File: config.mk
export PLATFORM = sky130hd
export DESIGN_NAME = fetch_sequencer
export DESIGN_NICKNAME = d
export VERILOG_FILES = /design/src/rtl/fetch_pkg.sv /design/src/rtl/instr_hold_reg.sv /design/src/rtl/fetch_sequencer.sv
export SDC_FILE = /design/constraint.sdc
export NUM_CORES = 1
export LEC_CHECK = 0
export CAP_MARGIN = 10
export CORE_MARGIN = 2
export CORE_UTILIZATION = 40
export CTS_BUF_LIST = sky130_fd_sc_hd__clkbuf_8
export DETAILED_ROUTE_END_ITERATION = 6
export GPL_TIMING_DRIVEN = 0
export MAX_ROUTING_LAYER = met4
export PLACE_DENSITY = 0.91
export SYNTH_ARGS = -nofsm -noshare
export SYNTH_HDL_FRONTEND = slang
export SYNTH_HIERARCHICAL = 1
export SYNTH_SLANG_ARGS = --single-unit
File: constraint.sdc
create_clock -name clk -period 1.9 [get_ports clk]
set_input_delay 0.475 -clock clk [delete_from_list [all_inputs] [get_ports clk]]
set_output_delay 0.475 -clock clk [all_outputs]
set_load 0.05 [all_outputs]
File: src/rtl/fetch_pkg.sv
// Shared types and constants for the instruction fetch sequencer.
package fetch_pkg;

    // Fetch controller states.
    typedef enum logic [2:0] {
        BOOT  = 3'd0,
        FETCH = 3'd1,
        WAIT  = 3'd2,
        HOLD  = 3'd3,
        FAULT = 3'd4
    } fetch_state_e;

    // Sequential PC step; also defines the alignment requirement of a fetch.
    localparam int unsigned PC_INCR = 4;

    // Width of the boot counter for a given number of boot cycles.
    function automatic int unsigned boot_cnt_width(input int unsigned boot_cycles);
        return int'($clog2(boot_cycles)) + 1;
    endfunction

endpackage

File: src/rtl/instr_hold_reg.sv
// Holding register for the fetched instruction, its PC and the valid flag.
module instr_hold_reg #(
    parameter int unsigned DATA_SIZE = 32
) (
    input  logic                 clk,
    input  logic                 areset,
    input  logic                 load,
    input  logic                 clear,
    input  logic [DATA_SIZE-1:0] load_instr,
    input  logic [DATA_SIZE-1:0] load_pc,
    output logic                 instr_valid,
    output logic [DATA_SIZE-1:0] instr,
    output logic [DATA_SIZE-1:0] instr_pc
);

    // Capture on load, drop valid on clear; data stays put until the next load.
    always_ff @(posedge clk or negedge areset) begin
        if (!areset) begin
            instr_valid <= 1'b0;
            instr       <= '0;
            instr_pc    <= '0;
        end else if (load) begin
            instr_valid <= 1'b1;
            instr       <= load_instr;
            instr_pc    <= load_pc;
        end else if (clear) begin
            instr_valid <= 1'b0;
        end
    end

endmodule

File: src/rtl/fetch_sequencer.sv
// Multi-cycle fetch controller: issues a fetch at pc, waits for the response,
// hands the instruction to decode and pulses the PC update on acceptance.
module fetch_sequencer
    import fetch_pkg::*;
#(
    parameter int unsigned DATA_SIZE   = 32,
    parameter int unsigned BOOT_CYCLES = 2
) (
    input  logic                 clk,
    input  logic                 areset,
    input  logic [DATA_SIZE-1:0] pc,
    output logic                 pc_load,
    output logic                 pc_src,
    output logic                 imem_req,
    output logic [DATA_SIZE-1:0] imem_addr,
    input  logic                 imem_gnt,
    input  logic                 imem_rvalid,
    input  logic [DATA_SIZE-1:0] imem_rdata,
    output logic                 instr_valid,
    output logic [DATA_SIZE-1:0] instr,
    output logic [DATA_SIZE-1:0] instr_pc,
    input  logic                 instr_ready,
    input  logic                 stall,
    input  logic                 redirect,
    output logic                 fault
);

    localparam int unsigned          CNT_W     = boot_cnt_width(BOOT_CYCLES);
    localparam logic [CNT_W-1:0]     BOOT_LAST = CNT_W'(BOOT_CYCLES - 1);
    localparam logic [DATA_SIZE-1:0] ALIGN_MSK = DATA_SIZE'(PC_INCR - 1);

    fetch_state_e     state_q;
    fetch_state_e     state_d;
    logic [CNT_W-1:0] boot_cnt_q;
    logic [CNT_W-1:0] boot_cnt_d;
    logic             hold_load;
    logic             hold_clear;
    logic             misaligned_c;
    logic             accept_c;

    assign imem_addr    = pc;
    assign misaligned_c = (pc & ALIGN_MSK) != '0;
    assign accept_c     = instr_ready & ~stall;

    // State and boot counter registers.
    always_ff @(posedge clk or negedge areset) begin
        if (!areset) begin
            state_q    <= BOOT;
            boot_cnt_q <= '0;
        end else begin
            state_q    <= state_d;
            boot_cnt_q <= boot_cnt_d;
        end
    end

    // Next state, boot counting, memory request and PC-update decode.
    always_comb begin
        state_d    = state_q;
        boot_cnt_d = boot_cnt_q;
        imem_req   = 1'b0;
        pc_load    = 1'b0;
        pc_src     = 1'b0;
        hold_load  = 1'b0;
        hold_clear = 1'b0;
        fault      = 1'b0;

        case (state_q)
            BOOT: begin
                if (boot_cnt_q == BOOT_LAST) begin
                    state_d = FETCH;
                end else begin
                    boot_cnt_d = boot_cnt_q + CNT_W'(1);
                end
            end

            FETCH: begin
                // A misaligned PC never reaches the memory port.
                if (misaligned_c) begin
                    state_d = FAULT;
                end else begin
                    imem_req = 1'b1;
                    if (imem_gnt) begin
                        state_d = WAIT;
                    end
                end
            end

            WAIT: begin
                if (imem_rvalid) begin
                    hold_load = 1'b1;
                    state_d   = HOLD;
                end
            end

            HOLD: begin
                // redirect only matters on the cycle decode actually takes the instruction.
                if (accept_c) begin
                    pc_load    = 1'b1;
                    pc_src     = redirect;
                    hold_clear = 1'b1;
                    state_d    = FETCH;
                end
            end

            FAULT: begin
                fault = 1'b1;
            end

            default: begin
                state_d = BOOT;
            end
        endcase
    end

    // Instruction, PC-of-instruction and valid storage.
    instr_hold_reg #(
        .DATA_SIZE (DATA_SIZE)
    ) u_instr_hold_reg (
        .clk         (clk),
        .areset      (areset),
        .load        (hold_load),
        .clear       (hold_clear),
        .load_instr  (imem_rdata),
        .load_pc     (pc),
        .instr_valid (instr_valid),
        .instr       (instr),
        .instr_pc    (instr_pc)
    );

endmodule

==> results.tsv <==
metric	value	unit
status	finished, final reports clean	
later-pin clock latency in the skew report	330	ps
Max rail drop VDD	948	uV
post-synthesis cell area	3180	um2
share of flip-flops with an asynchronous set or reset	100	%
vias post-DR	2247	
Reg power frac	29.2	%
number of global-route vias before repair	2408	
pin count of the biggest net entering global routing	71	
Tightest Pin Transition	863	ps
Area contributors post-synth	dfrtp_1, mux2_4, buf_4	
P_leak	0.00249	uW
Worst path max stage delay	480	ps
Top FF cell, synth	dfrtp_1	
crit-path cells	clkdlybuf4s50_1 -> buf_4 -> clkdlybuf4s18_2	
post-synth top area cell	dfrtp_1	
cell area after layout	5030	um2
CP arrival	1410	ps
Post-Route Utilization	65.1	%
flop-to-flop setup slack	80	ps
crit path buf inv count	3	
switching share of power	48.6	%
Avg Cell Area, Syn	15.7	um2
drt drc	0	
share of cells above drive strength 1	43.1	%
RR Startpoint	state_q[0]	
via/cell ratio	4.50	
switching component of the power	4230	uW
WS Path Type	in -> out	
period utilisation layout	99.4	%
Pwr Total	8690	uW
#FFs+latches synth	70	
r2r worst-path depth	6	
Adder-Cell Fraction of Synth Area	0.394	%
clock period minus worst slack	1890	ps
max-slew headroom at the worst pin	42.5	%
CTS Sinks	70	
boundary pin count	172	
total power per unit cell area	1730	nW/um2
Synth Area in Simple Gates	3.07	%
Syn-to-layout area delta	58.3	%
RSZ-0062 raised after global routing	yes	
CTS Buf Count	9	
# setup viols final	0	
Rows	32	
Final TNS setup	0	ps
Max-Cap Viols	0	
most common cell in the synthesized netlist	dfrtp_1	
Root Buffer	clkbuf_8	
element type at the critical path start	input port	
Initial Util	41.1	%
DP Wirelength	5.80	mm
CP top delay family	buffers and inverters	
Clock power frac	11.2	%
Comb pwr share	59.5	%
die width	93.2	um
antenna violations before repair	0	
die area	8680	um2
Syn Inst Count	203	
Final Max Slew Viols	0	
Clock Path Buffers	2	
TritonCTS clock tree	built	
global-route usage over all layers	18.4	%
share of the synthesized area in the top cell type	55.1	%
Final Hold Viols	0	
Worst Skew	4.99	ps
CP required	1420	ps
xor and xnor area share after synthesis	0.275	%
Core Region	7730	um2
Pint	4470	uW
Pre-Repair DR Iteration Count	4	
Post-Place Cells	476	
post-route ant nets	0	
final WL	7.84	mm
Critical Path Slowest Stage Cell	clkdlybuf4s50_1	
post-synthesis mux area share	28.8	%
CP Max Fanout	2	
CP Capture Type	primary output	
worst hold path class	in -> async	
1st-iter DRT viols	30	
die height	93.2	um
fin cells	499	
Max Freq	529	MHz
largest family of logic cells by synthesized area	multiplexers	
Synth top cells by count	dfrtp_1, mux2_4, buf_4, mux2_2, buf_6	
RePlAce Congestion	0.772	
global-route wire length before repair	12.1	mm
fin nets	466	
Netlist cell types	22	
synth warn	6	
WL per Instance	15.7	um
IO buf count	171	
Synth Area in Compound Gates	1.02	%
antenna fix cells	0	
Post-synth EDFFs	0	
post-synthesis sequential area ratio	55.1	%
Worst R2R End	u_instr_hold_reg/instr_pc[23]	
H-tree depth	3	
grt ovf	0	
area post-placement	5030	um2
syn_nets	275	
CTS clk-pin slew, worst paths	70	ps
## flip-flops by register name (all words and copies together), names as in the netlist
| name | count |
|---|---|
| boot_cnt_q | 2 |
| u_instr_hold_reg/instr_valid | 1 |
| u_instr_hold_reg/instr | 32 |
| state_q | 3 |
| u_instr_hold_reg/instr_pc | 32 |
## worst max-delay path by stage
stage / cells after the start / endpoint / start / slack, ps
6_report: 3 / imem_addr[23] / pc[23] / 10
2_1_floorplan: 3 / pc_src / stall / -220
3_5_place_dp: 5 / imem_req / pc[1] / -810
5_1_grt: 5 / pc_src / state_q[0] / -50
4_1_cts: 5 / pc_src / state_q[0] / -30
3_3_place_gp: 1 / u_instr_hold_reg/instr[7] / areset / -1890
## cells by family after synthesis
| family | count (synthesis) |
|---|---|
| AND/OR/NAND/NOR | 15 |
| XOR/XNOR | 1 |
| AO/OA/AOI/OAI | 5 |
| multiplexers | 65 |
| flip-flops | 70 |
| adder cells (fa/ha/maj) | 1 |
| buffers and inverters | 46 |
## repair_timing
action                                  in CTS  in global routing
setup buffers                                6                  3
cloned                                       0                  0
pin swaps                                    4                  2
resized for setup                          236                 21
hold buffers                                 0                  0
endpoints found under the setup margin     150                 14
## placed cells by master, fill, tap and decap left out, types with 5 or more instances in the layout
master | Yosys | final
buf_6 | 9 | 10
mux2_2 | 15 | 15
buf_4 | 32 | 43
dfrtp_1 | 70 | 70
clkbuf_8 | 0 | 10
inv_1 | 4 | 5
clkdlybuf4s50_1 | 0 | 65
buf_2 | 1 | 32
dlygate4sd2_1 | 0 | 69
mux2_4 | 49 | 49
## through the flow
stage | hold slack, ps | setup slack (ps)
2_1_floorplan | 179 | -219
3_3_place_gp | 463 | -1890
3_5_place_dp | 470 | -810
4_1_cts | 285 | -33.9
5_1_grt | 318 | -53.7
6_report | 254 | 11.0
## power groups by stage
| stage | clock network, uW | logic (uW) | registers [uW] |
|---|---|---|---|
| 3_5_place_dp | 0 | 5620 | 2590 |
| 2_1_floorplan | 0 | 1430 | 4910 |
| 3_3_place_gp | 0 | 5560 | 2550 |
| 5_1_grt | 1090 | 5360 | 2630 |
| 6_report | 976 | 5180 | 2540 |
| 4_1_cts | 1010 | 5190 | 2550 |
## layer usage
metal | share of wire (%) | track usage (%) | up-vias | wire (um)
li1 | - | - | 1048 | -
met3 | 6.5 | 4.27 | 8 | 506
met5 | 0 | - | - | 0
met4 | 1.3 | 6.00 | 0 | 101
met2 | 53 | 32.6 | 97 | 4190
met1 | 39 | 20.5 | 1094 | 3040
## cell type report
| class | count | area (um2) |
|---|---|---|
| buffer | 42 | 347 |
| clock inverter | 4 | 17.5 |
| clock buffer | 10 | 138 |
| sequential | 70 | 1750 |
| inverter | 4 | 17.5 |
| fill | 610 | 2700 |
| timing repair buffer | 180 | 1540 |
| tap | 102 | 128 |
| multi-input combinational | 87 | 1090 |
Power figures use the tool's default switching activity.
